<file path="src/rtl/tdm_mux.sv">
// Registered CH:1 multiplexer with manual select and dwell-timed round-robin auto-scan.
// Optional build macro TDM_MUX_SKIP_MASK_EN adds ch_mask so auto-scan skips excluded channels.
module tdm_mux #(
    parameter int WIDTH = 8,
    parameter int CH    = 4,
    parameter int DWELL = 4,
    localparam int SELW = $clog2(CH)
) (
    input  logic                  clk,
    input  logic                  rst_n,
    input  logic [CH*WIDTH-1:0]   din,
    input  logic [SELW-1:0]       sel,
    input  logic                  mode,
    input  logic                  en,
`ifdef TDM_MUX_SKIP_MASK_EN
    input  logic [CH-1:0]         ch_mask,
`endif
    output logic [WIDTH-1:0]      y,
    output logic                  y_valid,
    output logic [SELW-1:0]       ch_id
);

    localparam int CNTW = (DWELL > 1) ? $clog2(DWELL) : 1;

    typedef enum logic {
        MANUAL = 1'b0,
        SCAN   = 1'b1
    } state_t;

    state_t            state, state_n;
    logic [SELW-1:0]   ptr, ptr_n;
    logic [CNTW-1:0]   dwell, dwell_n;
    logic [WIDTH-1:0]  y_n;
    logic [SELW-1:0]   ch_n;
    logic              valid_n;
    logic              sel_ok;
    logic [SELW-1:0]   start_ch;
    logic [SELW-1:0]   scan_ch;

    function automatic logic [WIDTH-1:0] pick(input logic [CH*WIDTH-1:0] d,
                                              input logic [SELW-1:0] idx);
        logic [WIDTH-1:0] r;
        r = '0;
        for (int unsigned k = 0; k < CH; k++)
            if (idx == SELW'(k)) r = d[k*WIDTH +: WIDTH];
        return r;
    endfunction

    function automatic logic [SELW-1:0] wrap_inc(input logic [SELW-1:0] p);
        return (p == SELW'(CH-1)) ? '0 : p + SELW'(1);
    endfunction

`ifdef TDM_MUX_SKIP_MASK_EN
    // Lowest set mask bit at or above start, else lowest set bit overall (wrap).
    function automatic logic [SELW-1:0] first_set(input logic [SELW-1:0] start,
                                                  input logic [CH-1:0] m);
        logic [SELW-1:0] hi, lo;
        logic            hi_ok, lo_ok;
        hi = start; lo = start; hi_ok = 1'b0; lo_ok = 1'b0;
        for (int unsigned k = 0; k < CH; k++) begin
            if (m[k] && !lo_ok) begin lo = SELW'(k); lo_ok = 1'b1; end
            if (m[k] && !hi_ok && k >= 32'(start)) begin hi = SELW'(k); hi_ok = 1'b1; end
        end
        return hi_ok ? hi : lo;
    endfunction
`endif

    always_comb begin
        state_n  = state;
        ptr_n    = ptr;
        dwell_n  = dwell;
        y_n      = y;
        ch_n     = ch_id;
        valid_n  = 1'b0;
        sel_ok   = (int'(sel) < CH);
        start_ch = sel_ok ? sel : '0;
        scan_ch  = ptr;
        if (en) begin
            if (!mode) begin
                state_n = MANUAL;
                ch_n    = sel;
                y_n     = sel_ok ? pick(din, sel) : '0;
                valid_n = sel_ok;
            end else if (state == MANUAL) begin
                state_n = SCAN;
                dwell_n = '0;
`ifdef TDM_MUX_SKIP_MASK_EN
                start_ch = first_set(start_ch, ch_mask);
                ptr_n    = start_ch;
                if (|ch_mask) begin
                    y_n     = pick(din, start_ch);
                    ch_n    = start_ch;
                    valid_n = 1'b1;
                end
`else
                ptr_n   = start_ch;
                y_n     = pick(din, start_ch);
                ch_n    = start_ch;
                valid_n = 1'b1;
`endif
            end else begin
                // dwell tracks which cycle of the slot y now shows; the entry edge is slot
                // cycle 0, so on expiry the capture already uses the advanced channel.
                if (dwell == CNTW'(DWELL-1)) begin
`ifdef TDM_MUX_SKIP_MASK_EN
                    scan_ch = first_set(wrap_inc(ptr), ch_mask);
`else
                    scan_ch = wrap_inc(ptr);
`endif
                    dwell_n = '0;
                end else begin
                    dwell_n = dwell + CNTW'(1);
                end
                ptr_n   = scan_ch;
                y_n     = pick(din, scan_ch);
                ch_n    = scan_ch;
                valid_n = 1'b1;
`ifdef TDM_MUX_SKIP_MASK_EN
                if (ch_mask == '0) begin
                    ptr_n   = ptr;
                    dwell_n = dwell;
                    y_n     = y;
                    ch_n    = ch_id;
                    valid_n = 1'b0;
                end
`endif
            end
        end
    end

    always_ff @(posedge clk or negedge rst_n) begin
        if (!rst_n) begin
            state   <= MANUAL;
            ptr     <= '0;
            dwell   <= '0;
            y       <= '0;
            y_valid <= 1'b0;
            ch_id   <= '0;
        end else begin
            state   <= state_n;
            ptr     <= ptr_n;
            dwell   <= dwell_n;
            y       <= y_n;
            y_valid <= valid_n;
            ch_id   <= ch_n;
        end
    end

endmodule

</file>
<file path="config.mk">
export PLATFORM = sky130hd
export DESIGN_NAME = tdm_mux
export DESIGN_NICKNAME = d
export VERILOG_FILES = /design/src/rtl/tdm_mux.sv
export SDC_FILE = /design/constraint.sdc
export NUM_CORES = 1
export LEC_CHECK = 0
export ABC_AREA = 1
export CAP_MARGIN = 10
export CORE_MARGIN = 5
export CORE_UTILIZATION = 45
export CTS_BUF_LIST = sky130_fd_sc_hd__clkbuf_16
export CTS_CLUSTER_SIZE = 14
export DETAILED_ROUTE_END_ITERATION = 8
export GPL_TIMING_DRIVEN = 1
export PLACE_DENSITY = 0.81
export SETUP_SLACK_MARGIN = 0.4
export SLEW_MARGIN = 5
export SYNTH_ARGS = -nofsm -noshare
export SYNTH_HDL_FRONTEND = slang
export SYNTH_SLANG_ARGS = --single-unit
</file>
<file path="constraint.sdc">
create_clock -name clk -period 1.66 [get_ports clk]
set_clock_uncertainty 0.1 [all_clocks]
set_input_delay 0.498 -clock clk [delete_from_list [all_inputs] [get_ports clk]]
set_output_delay 0.498 -clock clk [all_outputs]
set_load 0.01 [all_outputs]
</file>
==> results by stage, run 1 <==
Die:
- The die is 65.78 µm wide.
- The vertical die dimension is 65.78 µm.
- The floorplan has 20 rows.
- The initial cell density of the core is 0.4624.
- The number of placed I/O pins is 49.
- The area of the die is 0.004327 mm².
- After floorplanning, the core was sized to cover 0.003028 mm².

Critical path:
- The cell family contributing the most delay on the critical path is flip-flops.
- Among the stages of the critical path, the cell type that occurs most often is sky130_fd_sc_hd__nand2_1.
- The worst setup path is captured at a flip-flop.
- The slowest stage of the critical path belongs to the cell sky130_fd_sc_hd__dfrtp_1.
- The worst setup path is launched from a flip-flop.
- The endpoint required time on the critical path is 1750 ps.
- The type of the setup path with the least slack is flip-flop to flip-flop.
- Of all nets on the critical path, the largest fanout is 7.
- Data on the critical path arrives at its endpoint at 1840 ps.
- The number of buffers and inverters on the critical path is 2.
- The delay of the slowest cell on the worst path is 410 ps.
- Traced cell by cell, the critical path runs through ha_4 -> o21ai_4 -> buf_6 -> nand3_1 -> nand2_1 -> inv_1 -> nand2_1 -> nand2_1 -> nand2_1.

Cells and area:
- The repair_antennas step left the layout with diodes totalling 0.
- The area added between synthesis and finish is 76.94%.
- The final standard cell count with taps included and fillers excluded is 363.
- Of the cells placed in the final design, the portion with a size suffix greater than 1 is 0.3292.
- The final layout contains 361 nets.

Yosys:
- The adder and majority gate portion of the synthesized area is 0.01787.
- After synthesis the cells add up to 0.001400 mm².
- The number of nets in the synthesized netlist is 275.
- The dominant combinational cell family by area after synthesis is simple AND/OR/NAND/NOR gates.
- The xor and xnor area share after synthesis is 0.
- The mean post-synth cell area is 5.958 µm².
- The count of flip-flops with a built-in enable after synthesis is 0.
- Synthesis inferred 16 register bits.
- The compound-cell area share of the yosys netlist came to 0.06166.
- For this run, asynchronously set or reset flops after synthesis account for 1.000.
- The post-synthesis simple-gate area fraction is 0.5112.
- By area the synthesized netlist is led by sky130_fd_sc_hd__dfrtp_1 (29%), sky130_fd_sc_hd__nand2_1 (24%), sky130_fd_sc_hd__nand3_1 (14%), sky130_fd_sc_hd__nor2_1 (8.6%), sky130_fd_sc_hd__inv_1 (6.7%).
- The share of synthesized area in the top cell type comes to 0.2860.
- The dominant cell type by area after synthesis is sky130_fd_sc_hd__dfrtp_1.
- The mux cell area share after synthesis is 0.
- After synthesis, the netlist uses 23 different library cells.
- Synthesis handed over a netlist of 235 instances.
- The most frequent cell after synthesis is sky130_fd_sc_hd__nand2_1.
- For this run, the number of Yosys warnings is 0.
- In the synthesized netlist, the cells that appear most often are sky130_fd_sc_hd__nand2_1 (91), sky130_fd_sc_hd__nand3_1 (39), sky130_fd_sc_hd__nor2_1 (32), sky130_fd_sc_hd__inv_1 (25), sky130_fd_sc_hd__dfrtp_1 (16).
- Of the synthesized area, sequential elements account for 0.2860.
- The commonest register cell after synthesis is sky130_fd_sc_hd__dfrtp_1.

Flow run:
- Max-cap violations in this run came to 0.

Drt:
- The first-iteration detailed-routing DRC count is 250.
- The count of nets left with antenna violations after detail routing is 0.
- For this block, the routed nets add up to 5.984 mm of wire.
- The via count is 2040.
- The count of unresolved DRC violations after routing is 0.
- Dividing the detail-routed via count by the number of cells gives 5.620.
- The number of detailed-route iterations in the first pass is 7.
- Dividing the detail-routed wire length by the instance count gives 16.48 µm.

Timing:
- The relative slew slack is 0.7583.
- The setup-violating endpoint count in the final report is 5.
- For the pin with the worst max-slew slack, the measured transition is 362.1 ps.
- The fmax is 572.6 MHz.
- Across all setup checks in the final design, the least slack found is -86.53 ps.
- Adding up every negative setup slack in the final design gives -164.1 ps.
- The post-route fraction of the period consumed by the critical path is 1.052.
- Subtracting the final worst setup slack from the clock period gives 1747 ps.
- The total count of hold-check failures in the final report was 0.
- On the final layout, the worst hold slack is 332.6 ps.
- The total count of max-transition violations in the final report is 0.
- Setup repair after global routing could not meet its margin everywhere.

CTS:
- At the later pin of the worst-skew pair, clock insertion delay measures 250 ps.
- The count of hold buffers inserted by post-cts repair is 0.
- The maximum number of buffers from clock root to sink is 2.
- For this design, the sink count on the clock tree is 16.
- Clock-pin slew was measured on the worst setup and hold paths at 50 ps.
- The tree is rooted in a sky130_fd_sc_hd__clkbuf_16.
- The clock tree from TritonCTS is done.
- The number of H-tree levels is 1.
- The number of clock buffers inserted by TritonCTS is 3.

Pwr:
- The maximum VDD drop is 0.4086 mV.
- Overall power consumption after layout is estimated at 2.036 mW.
- The power density relative to cell area is 821.7 mW/mm².
- The leakage power summed over all cells is 1.263 nW.

Placed design:
- Port buffering added 48 buffers.
- The estimated wirelength of the detail-placed design is 3.205 mm.
- The last weighted congestion value of the routability-driven placer is 0.9051.
- The number of placed instances, taps included is 338.
- OpenSTA, run right after detailed placement, puts the worst setup slack at -448.2 ps.

Global route:
- Entering global routing, the biggest net connects 17 pins.
- Across every metal layer, demand over resource in global routing totals 0.2496.
- The total congestion overflow is 0.
- The initial antenna violation count is 0.
- The number of global-route vias before repair is 1799.
- The wire length of the first global-routing pass is 8.273 mm.

Status:
- The checks that failed: setup timing.
- The flow ran to the end, but the final reports show violations.

Hold path:
- The worst hold-check path type is input pin to flip-flop.
## per-layer routing
layer	vias to the layer above	track usage	wire length, µm
li1	918	-	-
met3	51	0.008503	614
met2	162	0.4443	2834
met1	909	0.3141	2167
met4	0	0.1010	367
met5	-	0	0
## worst register-to-register path, delay by kind of cell, from the launching register on
kind	cells	cell delay, ps
buffers and inverters	2	230
flip-flops	1	410
AND/OR/NAND/NOR	5	410
AO/OA/AOI/OAI	1	300
adder cells (fa/ha/maj)	1	240
## layout make-up
cell class / instances / area (µm²)
inverters: 27 / 115.1
clock buffers: 3 / 75.07
fillers: 184 / 550.5
flip-flops and latches: 16 / 400.4
repair buffers: 83 / 704.4
multi-input cells: 190 / 1127
well taps: 44 / 55.05
## metrics by stage
stage,cell area (µm²),utilization
floorplan,1438,-
finish,2477,0.8182
global route,2477,0.8182
CTS,2321,0.7665
detailed placement,2037,0.6727
global placement,2037,0.6727
## power by group
part	total [mW]	switching (mW)	internal (mW)
Combinational	1.07	0.597	0.470
Sequential	0.490	0.0417	0.448
Clock	0.478	0.161	0.317
## registers in the layout (all words and copies together), names as in the netlist
signal and flops:
state 1, y_valid 1, ch_id 2, dwell 2
y 8, ptr 2
## cells in the final DEF, fill, tap and decap left out, types with 3 or more instances in the layout
master / count
sky130_fd_sc_hd__nor2_1: 23
sky130_fd_sc_hd__buf_4: 30
sky130_fd_sc_hd__nand2_4: 10
sky130_fd_sc_hd__nor2_2: 10
sky130_fd_sc_hd__nand3_1: 30
sky130_fd_sc_hd__clkdlybuf4s50_1: 33
sky130_fd_sc_hd__nand3_2: 9
sky130_fd_sc_hd__nand2_1: 81
sky130_fd_sc_hd__dfrtp_1: 16
sky130_fd_sc_hd__buf_2: 11
sky130_fd_sc_hd__inv_1: 21
sky130_fd_sc_hd__nand2_8: 5
sky130_fd_sc_hd__buf_6: 4
sky130_fd_sc_hd__nand2_2: 5
sky130_fd_sc_hd__clkbuf_16: 3
## cells by family (layout without fill, tap and decap cells)
logic type,after synthesis,after routing
flops,16,16
simple gates,170,175
fa+ha+maj,2,2
compound gates,13,13
buf+inv,34,113
## worst paths after layout
check	slack, ps	cells after the start	from	to
setup reg to reg	-90	9	dwell[0]$_DFFE_PN0P_	y[1]$_DFFE_PN0P_
hold reg to reg	380	2	y[1]$_DFFE_PN0P_	y[1]$_DFFE_PN0P_
max in group asynchronous	780	2	rst_n	y[5]$_DFFE_PN0P_
setup / recovery	-90	9	dwell[0]$_DFFE_PN0P_	y[1]$_DFFE_PN0P_
min in group asynchronous	490	2	rst_n	y[4]$_DFFE_PN0P_
hold / removal	330	1	en	y_valid$_DFF_PN0_
## repair_timing
item | CTS | global route
gates cloned | 4 | 1
endpoints found under the setup margin | 26 | 25
gates resized for setup | 89 | 28
pin swaps | 23 | 8
setup buffers | 10 | 7
(Power assumes the default switching activity.)
==> run 2: changes to the inputs <==
==> constraint.sdc (replaced) <==
create_clock -name clk -period 1.66 [get_ports clk]
set_clock_uncertainty 0.1 [all_clocks]
set_input_delay 0.166 -clock clk [delete_from_list [all_inputs] [get_ports clk]]
set_output_delay 0.166 -clock clk [all_outputs]
set_load 0.01 [all_outputs]
==> results by stage, run 2 (same netlist as run 1, synthesis figures left out) <==
Global route:
- The global router's overall resource usage was 0.1990 (was 0.2496).
- The wire length of the first global-routing pass is 6.768 mm (was 8.273 mm).
- The number of global-route vias before repair is 1472 (was 1799).
- The initial antenna violation count is 0 (unchanged).
- The total congestion overflow is 0 (unchanged).
- The pin count of the biggest net entering global routing is 19 (was 17).

Critical path:
- The critical path launch point type is a flip-flop (unchanged).
- The largest fanout of any net on the critical path came to 8 (was 7).
- The endpoint required time on the critical path is 1690 ps (was 1750 ps).
- The kind of capture point of the worst setup path is a flip-flop (unchanged).
- The type of the setup path with the least slack is flip-flop to flip-flop (unchanged).
- The data arrival time of the critical path is 1650 ps (was 1840 ps).

Cells and area:
- The count of antenna diodes in the layout is 0 (unchanged).
- The cell area after layout came to 0.002233 mm² (was 0.002477 mm²).
- The ratio of cells with drive above 1 in the final layout was 0.1831 (was 0.3292).
- The net count of the finished layout is 337 (was 361).
- The final standard cell count with taps included and fillers excluded is 339 (was 363).
- The fill cell instance count of the final layout is 231 (was 184).
- The area added between synthesis and finish is 59.52% (was 76.94%).
- The number of flip-flops under the largest register name is 8 (unchanged).
- The leading cell type in the layout, fill and taps excluded is sky130_fd_sc_hd__nand2_1 (unchanged).
- Most frequent cells in the layout: sky130_fd_sc_hd__nand2_1 (83), sky130_fd_sc_hd__clkdlybuf4s50_1 (37), sky130_fd_sc_hd__nand3_1 (35), sky130_fd_sc_hd__nor2_1 (25), sky130_fd_sc_hd__inv_1 (24) (was sky130_fd_sc_hd__nand2_1 (81), sky130_fd_sc_hd__clkdlybuf4s50_1 (33), sky130_fd_sc_hd__nand3_1 (30), sky130_fd_sc_hd__buf_4 (30), sky130_fd_sc_hd__nor2_1 (23)).
- The largest register by flop count is y (unchanged).

Drt:
- The via count is 1676 (was 2040).
- The routed length per placed instance is 13.60 µm (was 16.48 µm).
- The count of unresolved DRC violations after routing was 0 (unchanged).
- The total met3 wirelength after detailed routing is 265 µm (was 614 µm).
- The count of nets left with antenna violations after detail routing is 0 (unchanged).
- The highest metal layer with signal wires was met4 (unchanged).
- The average via count per standard cell was 4.944 (was 5.620).
- The first-iteration detailed-routing DRC count is 122 (was 250).
- The wire length on met2 is 2.139 mm (was 2.834 mm).
- The total length of routed wires came to 4.610 mm (was 5.984 mm).
- The number of detailed-route iterations in the first pass is 4 (was 7).
- The routed length on met1 is 2.117 mm (was 2.167 mm).

Flow run:
- The number of violations of the max-capacitance limit is 0 (unchanged).

CTS:
- The number of clock sinks is 16 (unchanged).
- The clock network latency to the later pin of the worst-skew pair is 250 ps (about the same).
- The clock tree from TritonCTS is done (unchanged).
- The count of buffers added by post-CTS timing repair for setup is 0 (was 10).
- The clock input transition at the sequential cells of the worst setup and hold paths was 50 ps (about the same).
- The maximum number of buffers from clock root to sink was 2 (unchanged).
- The number of clock buffers inserted by TritonCTS is 3 (unchanged).
- The root buffer cell is sky130_fd_sc_hd__clkbuf_16 (unchanged).
- The number of H-tree levels is 1 (unchanged).

Timing:
- The relative slew slack is 0.7657 (was 0.7583).
- The slack of the critical path is 44.69 ps (was -86.53 ps).
- The post-route fraction of the period consumed by the critical path came to 0.9731 (was 1.052).
- The fmax is 619.1 MHz (was 572.6 MHz).
- The total count of hold-check failures in the final report is 0 (unchanged).
- The minimum clock period after layout is 1615 ps (was 1747 ps).
- The setup-violating endpoint count in the final report was 0 (was 5).
- The transition time at the pin with the least slew margin is 351.1 ps (was 362.1 ps).
- Unrepaired setup endpoints after global routing: true (unchanged).
- The final hold slack was 189.4 ps (was 332.6 ps).
- The total count of max-transition violations in the final report was 0 (unchanged).

Placed design:
- The number of placed instances, taps included came to 334 (was 338).
- The pre-CTS setup slack is -185.1 ps (was -448.2 ps).
- The number of input and output port buffers inserted is 48 (unchanged).
- The last weighted congestion value of the routability-driven placer is 0.8959 (was 0.9051).
- The estimated wirelength of the detail-placed design is 3.189 mm (was 3.205 mm).
- The cell area after placement is 0.002018 mm² (was 0.002037 mm²).

Die:
- The area of the die came to 0.004327 mm² (unchanged).
- The number of placed I/O pins was 49 (unchanged).
- The area inside the core boundary is 0.003028 mm² (unchanged).
- The initial cell density of the core was 0.4624 (unchanged).
- The number of rows in the core area is 20 (unchanged).
- The vertical die dimension was 65.78 µm (unchanged).
- The floorplan die width came to 65.78 µm (unchanged).

Hold path:
- The worst hold-check path type is input pin to asynchronous set/reset pin (was input pin to flip-flop).

Pwr:
- The power density relative to cell area came to 795.4 mW/mm² (was 821.7 mW/mm²).
- The maximum VDD drop is 0.3702 mV (was 0.4086 mV).
- The overall power of the completed layout is 1.776 mW (was 2.036 mW).
- The leakage power summed over all cells is 1.134 nW (was 1.263 nW).

Status:
- Result of the run: completed (was finished, violations left).
## run 2: path summary, 6_finish.rpt
path | start | to | slack (ps) | cells past startpoint
worst max-delay path | dwell[0]$_DFFE_PN0P_ | y[7]$_DFFE_PN0P_ | 40 | 11
worst min-delay path | rst_n | y[4]$_DFFE_PN0P_ | 190 | 2
worst max register to register | dwell[0]$_DFFE_PN0P_ | y[7]$_DFFE_PN0P_ | 40 | 11
worst min register to register | y[5]$_DFFE_PN0P_ | y[5]$_DFFE_PN0P_ | 370 | 2
max in group asynchronous | rst_n | y[1]$_DFFE_PN0P_ | 1080 | 2
min in group clk | en | y_valid$_DFF_PN0_ | 360 | 1
## run 2: area by class of cell
class	instances	area [µm²]	share of cell area
Clock buffer	3	75.07	0.03361
Inverter	27	102.6	0.04594
Multi-Input combinational cell	187	1012	0.4532
Sequential cell	16	400.4	0.1793
Tap cell	44	55.05	0.02465
Timing Repair Buffer	62	588.1	0.2633
## run 2: where the power goes
group          total (mW)  switching (mW)  internal [mW]
Clock               0.460           0.144          0.316
Combinational       0.829           0.466          0.363
Sequential          0.487          0.0389          0.448
Total                1.78           0.649           1.13
## run 2: through the flow
step | util | setup TNS [ps]
CTS | 0.6992 | 0
finish | 0.7376 | 0
global route | 0.7376 | -253.9
detailed placement | 0.6665 | -1279
floorplan | - | 0
global placement | 0.6665 | -1319
## run 2: worst max-delay path, cell delays in order (launching register included)
cell                      delay, ps
sky130_fd_sc_hd__dfrtp_1        400
sky130_fd_sc_hd__ha_4           230
sky130_fd_sc_hd__nand2_2         70
sky130_fd_sc_hd__nand2_2         90
sky130_fd_sc_hd__nand2_4         70
sky130_fd_sc_hd__buf_12         140
sky130_fd_sc_hd__nand3_1         60
sky130_fd_sc_hd__nand2_1         50
sky130_fd_sc_hd__nor2_1         100
sky130_fd_sc_hd__nand2_1         70
sky130_fd_sc_hd__nand2_1         70
sky130_fd_sc_hd__nand2_1         50
## run 2: timing repair
item | in CTS | in global routing
gates resized for setup | 22 | 23
hold buffers | 0 | 0
cloned | 0 | 2
pin swaps | 7 | 10
setup endpoints to repair | 24 | 12
## run 2: metal layers
metal  vias to the layer above  track usage
li1                        864            -
met1                       722       0.2877
met2                        80       0.3066
met3                        10     0.008503
met4                         0      0.08549
met5                         -            0
==> run 3: changes to the inputs <==
Settings changed: PLACE_DENSITY 0.81 to 0.8.
==> results by stage, run 3 (same netlist as run 1, synthesis figures left out) <==
Critical path:
- The type of the setup path with the least slack is flip-flop to flip-flop (unchanged).
- The largest fanout of any net on the critical path is 7 (was 8).
- The critical path launch point type is a flip-flop (unchanged).
- The data arrival time of the critical path is 1750 ps (was 1650 ps).
- The endpoint required time on the critical path came to 1700 ps (was 1690 ps).
- The kind of capture point of the worst setup path is a flip-flop (unchanged).

Status:
- Result of the run: finished, violations left (was completed).
- The checks that failed: setup timing.

Cells and area:
- The ratio of cells with drive above 1 in the final layout is 0.2451 (was 0.1831).
- The count of antenna diodes in the layout is 0 (unchanged).
- The utilization after layout is 0.7901 (was 0.7376).
- The net count of the finished layout came to 347 (was 337).
- The largest register by flop count is y (unchanged).
- The area added between synthesis and finish is 70.87% (was 59.52%).
- The leading cell type in the layout, fill and taps excluded is sky130_fd_sc_hd__nand2_1 (unchanged).
- The final standard cell count with taps included and fillers excluded is 350 (was 339).
- The number of flip-flops under the largest register name came to 8 (unchanged).
- Most frequent cells in the layout: sky130_fd_sc_hd__nand2_1 (81), sky130_fd_sc_hd__clkdlybuf4s50_1 (37), sky130_fd_sc_hd__nand3_1 (29), sky130_fd_sc_hd__nor2_1 (24), sky130_fd_sc_hd__inv_1 (23) (was sky130_fd_sc_hd__nand2_1 (83), sky130_fd_sc_hd__clkdlybuf4s50_1 (37), sky130_fd_sc_hd__nand3_1 (35), sky130_fd_sc_hd__nor2_1 (25), sky130_fd_sc_hd__inv_1 (24)).

Flow run:
- The number of violations of the max-capacitance limit is 0 (unchanged).

Placed design:
- The last weighted congestion value of the routability-driven placer is 0.9775 (was 0.8959).
- The number of placed instances, taps included was 336 (was 334).
- The number of input and output port buffers inserted is 48 (unchanged).
- The estimated wirelength of the detail-placed design was 3.250 mm (was 3.189 mm).
- The pre-CTS setup slack came to -149.2 ps (was -185.1 ps).

Hold path:
- The worst hold-check path type is input pin to asynchronous set/reset pin (unchanged).

Timing:
- The fmax came to 586.3 MHz (was 619.1 MHz).
- Unrepaired setup endpoints after global routing: true (unchanged).
- The slack of the critical path is -45.70 ps (was 44.69 ps).
- The total count of hold-check failures in the final report was 0 (unchanged).
- The setup-violating endpoint count in the final report was 5 (was 0).
- The relative slew slack was 0.6425 (was 0.7657).
- The final hold slack is 134.9 ps (was 189.4 ps).
- The total count of max-transition violations in the final report was 0 (unchanged).
- The minimum clock period after layout is 1706 ps (was 1615 ps).
- The post-route fraction of the period consumed by the critical path came to 1.028 (was 0.9731).
- The transition time at the pin with the least slew margin is 534.3 ps (was 351.1 ps).

Drt:
- The average via count per standard cell is 5.289 (was 4.944).
- The first-iteration detailed-routing DRC count was 219 (was 122).
- The count of unresolved DRC violations after routing came to 0 (unchanged).
- The number of detailed-route iterations in the first pass was 6 (was 4).
- The count of nets left with antenna violations after detail routing was 0 (unchanged).
- The routed length per placed instance was 15.01 µm (was 13.60 µm).
- The total length of routed wires is 5.253 mm (was 4.610 mm).
- The via count is 1851 (was 1676).

Die:
- The number of placed I/O pins is 49 (unchanged).
- The vertical die dimension is 65.78 µm (unchanged).
- The initial cell density of the core is 0.4624 (unchanged).
- The area inside the core boundary is 0.003028 mm² (unchanged).
- The number of rows in the core area is 20 (unchanged).
- The floorplan die width is 65.78 µm (unchanged).
- The area of the die is 0.004327 mm² (unchanged).

CTS:
- The clock input transition at the sequential cells of the worst setup and hold paths came to 50 ps (about the same).
- The clock tree from TritonCTS is done (unchanged).
- The number of H-tree levels is 1 (unchanged).
- The number of clock buffers inserted by TritonCTS is 3 (unchanged).
- The number of clock sinks is 16 (unchanged).
- The maximum number of buffers from clock root to sink is 2 (unchanged).
- The root buffer cell was sky130_fd_sc_hd__clkbuf_16 (unchanged).
- The clock network latency to the later pin of the worst-skew pair is 250 ps (about the same).

Global route:
- The global router's overall resource usage is 0.2343 (was 0.1990).
- The total congestion overflow is 0 (unchanged).
- The initial antenna violation count is 0 (unchanged).
- The pin count of the biggest net entering global routing is 17 (was 19).
- The number of global-route vias before repair is 1598 (was 1472).
- The wire length of the first global-routing pass is 7.762 mm (was 6.768 mm).

Pwr:
- The power density relative to cell area was 814.4 mW/mm² (was 795.4 mW/mm²).
- The overall power of the completed layout was 1.948 mW (was 1.776 mW).
- The leakage power summed over all cells was 1.189 nW (was 1.134 nW).
- The maximum VDD drop was 0.4437 mV (was 0.3702 mV).
run 3: stage by stage:
stage          setup TNS (ps)  instance area (µm²)
5_1_grt                -445.3                 2392
3_3_place_gp           -687.2                 2021
6_report               -140.9                 2392
4_1_cts                     0                 2270
3_5_place_dp           -996.8                 2021
2_1_floorplan               0                 1436
run 3: worst paths after layout:
path                       slack (ps)  cells after the start              endpoint            startpoint
max in group asynchronous        1130                      2     y_valid$_DFF_PN0_                 rst_n
setup / recovery                  -50                      9      y[1]$_DFFE_PN0P_  dwell[1]$_DFFE_PN0P_
hold / removal                    130                      2  dwell[1]$_DFFE_PN0P_                 rst_n
setup reg to reg                  -50                      9      y[1]$_DFFE_PN0P_  dwell[1]$_DFFE_PN0P_
min in group clk                  370                      2      y[2]$_DFFE_PN0P_      y[2]$_DFFE_PN0P_
hold reg to reg                   370                      2      y[2]$_DFFE_PN0P_      y[2]$_DFFE_PN0P_
run 3: timing repair:
item / in CTS / in global routing
hold buffers: 0 / 0
setup buffers: 3 / 3
gates resized for setup: 44 / 22
cloned: 3 / 1
endpoints found under the setup margin: 24 / 13
pin swaps: 11 / 13
run 3: metal layers:
layer	GRT usage	wire length, µm	vias up	share of wire
met5	0	0	-	0
met4	0.08290	164	0	0.031
met3	0.03231	568	23	0.11
met2	0.3992	2471	132	0.47
met1	0.2997	2048	807	0.39
li1	-	-	889	-
run 3: power by group:
group	switching [mW]	total [mW]	internal [mW]
Clock	0.169	0.490	0.321
Combinational	0.551	0.970	0.419
Sequential	0.0400	0.488	0.448
run 3: area by class of cell:
type | instances | area [µm²]
inverters | 27 | 102.6
repair buffers | 70 | 646.9
clock inverters | 1 | 3.754
multi-input cells | 189 | 1109
well taps | 44 | 55.05
clock buffers | 3 | 75.07
fillers | 208 | 635.6
flip-flops and latches | 16 | 400.4
run 3: critical path, stage by stage, from the launching register on:
cell	delay (ps)
sky130_fd_sc_hd__dfrtp_1	410
sky130_fd_sc_hd__ha_4	230
sky130_fd_sc_hd__nand2_1	190
sky130_fd_sc_hd__nand2_4	130
sky130_fd_sc_hd__nand2_4	140
sky130_fd_sc_hd__nor2_1	60
sky130_fd_sc_hd__nor2_2	100
sky130_fd_sc_hd__nand2_1	70
sky130_fd_sc_hd__nand2_1	90
sky130_fd_sc_hd__nand2_1	60
